--- src/rtl/kernel_window_loader.sv ---
// Streams the 3x3 neighbourhood of every interior pixel of an N x N frame into kernel RAMs.
// Optional macro BG_SKIP_EN: probe the centre pixel first and skip kernels whose centre is 0.
module kernel_window_loader #(
    parameter int unsigned N       = 8,
    parameter int unsigned bitSize = 6
) (
    input  logic             clk,
    input  logic             reset,
    input  logic             start,
    output logic             busy,
    output logic             done,
    output logic [bitSize:0] img_addr,
    input  logic [7:0]       img_data,
    output logic             kr_we,
    output logic [bitSize:0] kr_addr,
    output logic [7:0]       kr_data,
    output logic [7:0]       kr_identifier
);

    localparam int unsigned AW = bitSize + 1;
    localparam logic [AW-1:0] One  = AW'(1);
    localparam logic [AW-1:0] Last = AW'(N - 2);
    localparam logic [AW-1:0] NW   = AW'(N);

    typedef enum logic [2:0] {
        StIdle, StFetch, StWait, StWriteA, StWriteB, StNext, StDone
    } state_e;

    state_e        state_q, state_d;
    logic [AW-1:0] r_q, r_d, c_q, c_d;
    logic [3:0]    tap_q, tap_d;
    logic [7:0]    kid_q, kid_d;
    logic          busy_q, busy_d, done_q, done_d, kr_we_q, kr_we_d;
    logic [AW-1:0] img_addr_q, img_addr_d, kr_addr_q, kr_addr_d;
    logic [7:0]    kr_data_q, kr_data_d, kr_identifier_q, kr_identifier_d;
`ifdef BG_SKIP_EN
    logic          probe_q, probe_d;
`endif

    function automatic logic [AW-1:0] tap_row(input logic [3:0] t);
        if (t < 4'd3)      return AW'(0);
        else if (t < 4'd6) return AW'(1);
        else               return AW'(2);
    endfunction

    function automatic logic [AW-1:0] tap_col(input logic [3:0] t);
        case (t)
            4'd0, 4'd3, 4'd6: return AW'(0);
            4'd1, 4'd4, 4'd7: return AW'(1);
            default:          return AW'(2);
        endcase
    endfunction

    always_comb begin
        state_d         = state_q;
        r_d             = r_q;
        c_d             = c_q;
        tap_d           = tap_q;
        kid_d           = kid_q;
        img_addr_d      = img_addr_q;
        kr_addr_d       = kr_addr_q;
        kr_data_d       = kr_data_q;
        kr_identifier_d = kr_identifier_q;
`ifdef BG_SKIP_EN
        probe_d         = probe_q;
`endif
        unique case (state_q)
            StIdle: begin
                if (start) begin
                    state_d = StFetch;
                    r_d     = One;
                    c_d     = One;
                    kid_d   = 8'd0;
`ifdef BG_SKIP_EN
                    tap_d   = 4'd4;
                    probe_d = 1'b1;
`else
                    tap_d   = 4'd0;
`endif
                end
            end
            StFetch: state_d = StWait;
            StWait: begin
`ifdef BG_SKIP_EN
                if (probe_q) begin
                    probe_d = 1'b0;
                    if (img_data == 8'd0) begin
                        state_d = StNext;
                    end else begin
                        state_d = StFetch;
                        tap_d   = 4'd0;
                    end
                end else
`endif
                begin
                    state_d         = StWriteA;
                    kr_addr_d       = AW'(tap_q);
                    kr_data_d       = img_data;
                    kr_identifier_d = kid_q;
                end
            end
            StWriteA: state_d = StWriteB;
            StWriteB: begin
                if (tap_q == 4'd8) begin
                    state_d = StNext;
                end else begin
                    state_d = StFetch;
                    tap_d   = tap_q + 4'd1;
                end
            end
            StNext: begin
                kid_d = kid_q + 8'd1;
                tap_d = 4'd0;
                if (r_q == Last && c_q == Last) begin
                    state_d = StDone;
                end else begin
                    state_d = StFetch;
`ifdef BG_SKIP_EN
                    tap_d   = 4'd4;
                    probe_d = 1'b1;
`endif
                    if (c_q == Last) begin
                        c_d = One;
                        r_d = r_q + One;
                    end else begin
                        c_d = c_q + One;
                    end
                end
            end
            StDone:  state_d = StIdle;
            default: state_d = StIdle;
        endcase

        // Outputs are registered, so decode them from the state being entered.
        if (state_d == StFetch) begin
            img_addr_d = (r_d - One + tap_row(tap_d)) * NW + (c_d - One + tap_col(tap_d));
        end
        busy_d  = (state_d != StIdle);
        done_d  = (state_d == StDone);
        kr_we_d = (state_d == StWriteA) || (state_d == StWriteB);
    end

    always_ff @(posedge clk) begin
        if (reset) begin
            state_q         <= StIdle;
            r_q             <= '0;
            c_q             <= '0;
            tap_q           <= '0;
            kid_q           <= '0;
            busy_q          <= 1'b0;
            done_q          <= 1'b0;
            kr_we_q         <= 1'b0;
            img_addr_q      <= '0;
            kr_addr_q       <= '0;
            kr_data_q       <= '0;
            kr_identifier_q <= '0;
`ifdef BG_SKIP_EN
            probe_q         <= 1'b0;
`endif
        end else begin
            state_q         <= state_d;
            r_q             <= r_d;
            c_q             <= c_d;
            tap_q           <= tap_d;
            kid_q           <= kid_d;
            busy_q          <= busy_d;
            done_q          <= done_d;
            kr_we_q         <= kr_we_d;
            img_addr_q      <= img_addr_d;
            kr_addr_q       <= kr_addr_d;
            kr_data_q       <= kr_data_d;
            kr_identifier_q <= kr_identifier_d;
`ifdef BG_SKIP_EN
            probe_q         <= probe_d;
`endif
        end
    end

    assign busy          = busy_q;
    assign done          = done_q;
    assign kr_we         = kr_we_q;
    assign img_addr      = img_addr_q;
    assign kr_addr       = kr_addr_q;
    assign kr_data       = kr_data_q;
    assign kr_identifier = kr_identifier_q;

endmodule

--- config.mk ---
export PLATFORM = sky130hd
export DESIGN_NAME = kernel_window_loader
export DESIGN_NICKNAME = d
export VERILOG_FILES = /design/src/rtl/kernel_window_loader.sv
export SDC_FILE = /design/constraint.sdc
export NUM_CORES = 1
export LEC_CHECK = 0
export CORE_MARGIN = 1
export CORE_UTILIZATION = 55
export DETAILED_ROUTE_END_ITERATION = 10
export GPL_ROUTABILITY_DRIVEN = 0
export PLACE_DENSITY = 0.88
export SYNTH_ARGS = -nofsm -noshare
export SYNTH_HDL_FRONTEND = slang
export SYNTH_SLANG_ARGS = --single-unit
--- constraint.sdc ---
create_clock -name clk -period 11.86 [get_ports clk]
set_input_delay 1.779 -clock clk [delete_from_list [all_inputs] [get_ports clk]]
set_output_delay 1.779 -clock clk [all_outputs]
set_load 0.005 [all_outputs]
==> out/results.txt <==
FF-to-FF path depth - 17
Resized Gates After CTS - 0
leakage - 1.46 nW
Reg power frac - 42.4%
post-route cell area - 3680 µm²
cell area after synthesis - 3060 µm²
Pwr Density - 138 nW/µm²
CTS Buf Count - 9
status - finished, final reports clean
port bufs - 40
first-pass GRT wire length - 11800 µm
share of layout cells above drive strength 1 - 5.88%
reg2reg start - state_q[1]
Hold Vio Cnt, Final - 0
synth warn - 0
Yosys reg bits - 59
CTS hold repair buffers - 0
die extent in x - 76.6 µm
clk_lat worst skew - 0.35 ns
clock sink total - 59
htree depth - 3
sw frac - 27.2%
sw power - 138 µW
clock tree from TritonCTS - done
WHS Path Cells - 2
most frequent CP cell - ha_1
Seq/Total Area, Yosys - 38.6%
die area - 5870 µm²
vias per inst - 5.50
Final period util - 46.7%
Worst R2R Setup Slack - 7.27 ns
CP top delay family - adder cells
Hold Startpoint - kr_data[1]
# setup viols final - 0
Crit-path slowest cell - clkdlybuf4s50_1
Antenna diodes - 0
clock network power share - 39.9%
Post-synth EDFFs - 0
Setup crit end kind - register
Hold Path Sink - kr_data[1]
RSZ-0062 raised after global routing - false
cell count after synthesis - 386
via count - 2721
Final nets - 453
vias in the first global route - 2583
Post-DP HPWL - 4610 µm
fmax - 181 MHz
Final TNS setup - 0 ns
CP bufs+invs - 4
Die Height - 76.6 µm
Top FF cell, synth - dfxtp_1
I/O Pins - 44
Non-Filler Instances - 495
FF-to-FF End - img_addr[6]
clk root buf - clkbuf_8
Final ANT Viol Nets - 0
Clk pin slew, worst setup/hold paths - 0.07 ns
synth unique cells - 49
Crit Path Max Fanout - 5
Routed WL - 6740 µm
Hold Path Class - reg -> reg
total overflow reported by the global router - 0
initial antenna violation count - 0
Slew HR - 31.2%
Total Routing Usage GR - 25.2%
dpl cell area - 3460 µm²
critical path type - in -> reg
wire per inst - 13.6 µm
Peak supply drop - 0.116 mV
Post-Syn Area per Cell - 7.93 µm²
DRC errors left - 0
total core area - 5240 µm²
Power, Total - 506 µW
First-pass DRT Iterations - 4
Comb pwr share - 17.8%
drt initial violations - 176
largest net degree at the start of global routing - 59
Tmin final - 5.54 ns
Cell Int Power - 368 µW
max-cap check violation count - 0
total of fill cells in the finished design - 418
crit-path max cell delay - 0.54 ns
critical path startpoint category - input pin
area delta synth->final - 20.2%
cells along the critical path - clkdlybuf4s50_1, nand2b_1, a221oi_1, mux2i_1, or2_2, o21ai_0, nand2_1, ha_1, inv_1, ha_1, fa_1, inv_1, ha_1, inv_1, ha_1, a21oi_1, xnor2_1, xnor3_1, a211oi_1
initial cell density of the core - 58.5%
ys async rst share - 0%
Cell Rows - 26
clock buffer depth - 2
Tightest Pin Transition - 1.03 ns
CP required - 12.12 ns
Post-CTS Setup Inserts - 0
dpl cells - 479
Worst Clk Skew - 0.00542 ns
Max Slew Vio Count - 0
Critical Path AT - 5.80 ns
-- layout make-up --
class	count	area, µm²	share of cell area (%)
clock buffers	9	124	3.37
clock inverters	7	91.3	2.48
inverters	26	97.6	2.65
multi-input cells	283	1700	46.1
flip-flops and latches	59	1180	32.1
well taps	70	87.6	2.38
repair buffers	41	403	10.9
-- logic make-up after synthesis --
| group | after synthesis | synth area share, % |
|---|---|---|
| simple gates | 161 | 23.7 |
| compound gates | 80 | 16.1 |
| flops | 59 | 38.6 |
| buf+inv | 46 | 6.29 |
| fa+ha+maj | 22 | 9.48 |
| xor+xnor | 9 | 3.02 |
| mux | 8 | 2.70 |
| other cells | 1 | 0.122 |
-- state kept, by name (all words and copies together) (netlist names) --
signal,count
kid_q,8
kr_data,8
kr_identifier,8
c_q,7
img_addr,7
r_q,7
kr_addr,4
tap_q,4
state_q,3
busy,1
done,1
kr_we,1
-- stage by stage --
stage	setup WS, ns	hold WS [ns]	utilization [%]
finish	6.32	0.454	70.3
global route	6.08	0.489	70.3
CTS	6.36	0.456	70.3
detailed placement	6.00	0.447	66.1
global placement	6.17	0.441	66.1
floorplan	6.86	0.443	-
-- power by group through the flow --
stage	Combinational, mW	Sequential (mW)	Clock, mW
after floorplan	0.0607	0.216	0
after global placement	0.0856	0.218	0
after detailed placement	0.0882	0.218	0
after CTS	0.0898	0.214	0.204
after global routing	0.100	0.215	0.213
final	0.0899	0.214	0.202
-- worst max-delay path by stage --
stage	slack, ns	start	to	depth (start not counted)
finish	6.32	start	img_addr[6]	19
global route	6.08	start	img_addr[6]	19
CTS	6.36	start	img_addr[6]	19
detailed placement	6.00	start	img_addr[6]	19
global placement	6.17	start	img_addr[6]	19
floorplan	6.86	start	img_addr[6]	18
-- worst register-to-register path: cells and delay by family, from the launching register on --
family	cells	cell delay [ns]
AO/OA/AOI/OAI	3	0.76
XOR/XNOR	2	0.51
adder cells (fa/ha/maj)	5	1.44
buffers and inverters	3	0.12
flip-flops	1	0.60
AND/OR/NAND/NOR	4	1.08
-- layout by cell type, fill, tap and decap left out, types with 3 or more instances in the layout --
| cell type | n |
|---|---|
| ha_1 | 20 |
| conb_1 | 3 |
| inv_1 | 26 |
| and3_1 | 4 |
| a211oi_1 | 5 |
| dfxtp_1 | 59 |
| o211ai_1 | 3 |
| nand3_1 | 16 |
| o21ai_0 | 14 |
| nor2b_1 | 6 |
| clkbuf_8 | 9 |
| nand2_1 | 64 |
| xnor2_1 | 7 |
| clkdlybuf4s50_1 | 39 |
| nor3_1 | 6 |
| clkinv_2 | 3 |
| a22oi_1 | 3 |
| mux2i_1 | 6 |
| a21oi_1 | 40 |
| nor2_1 | 49 |
-- synthesized netlist by cell type (all sizes together) (3+ instances only) --
cell,number,share of area [%]
nor2b,6,1.2
clkbuf,14,1.7
inv,26,3.2
dfxtp,59,39
nor3,6,0.98
nor4,3,1.1
a211oi,5,1.2
and3,4,0.82
ha,20,8.2
xnor2,7,2.0
mux2i,6,2.0
o21ai,15,2.6
nor2,49,6.0
a21oi,40,6.5
o211ai,3,0.74
nand3,17,2.9
buf,6,1.4
nand2,64,7.8
a22oi,3,0.74
-- layer usage --
metal	vias up	track usage, %	routed length, µm
met5	-	0	0
met4	0	10.8	76
met3	8	6.59	306
met2	58	42.1	3290
met1	1284	30.4	3070
li1	1371	-	-
(Power assumes the default switching activity.)
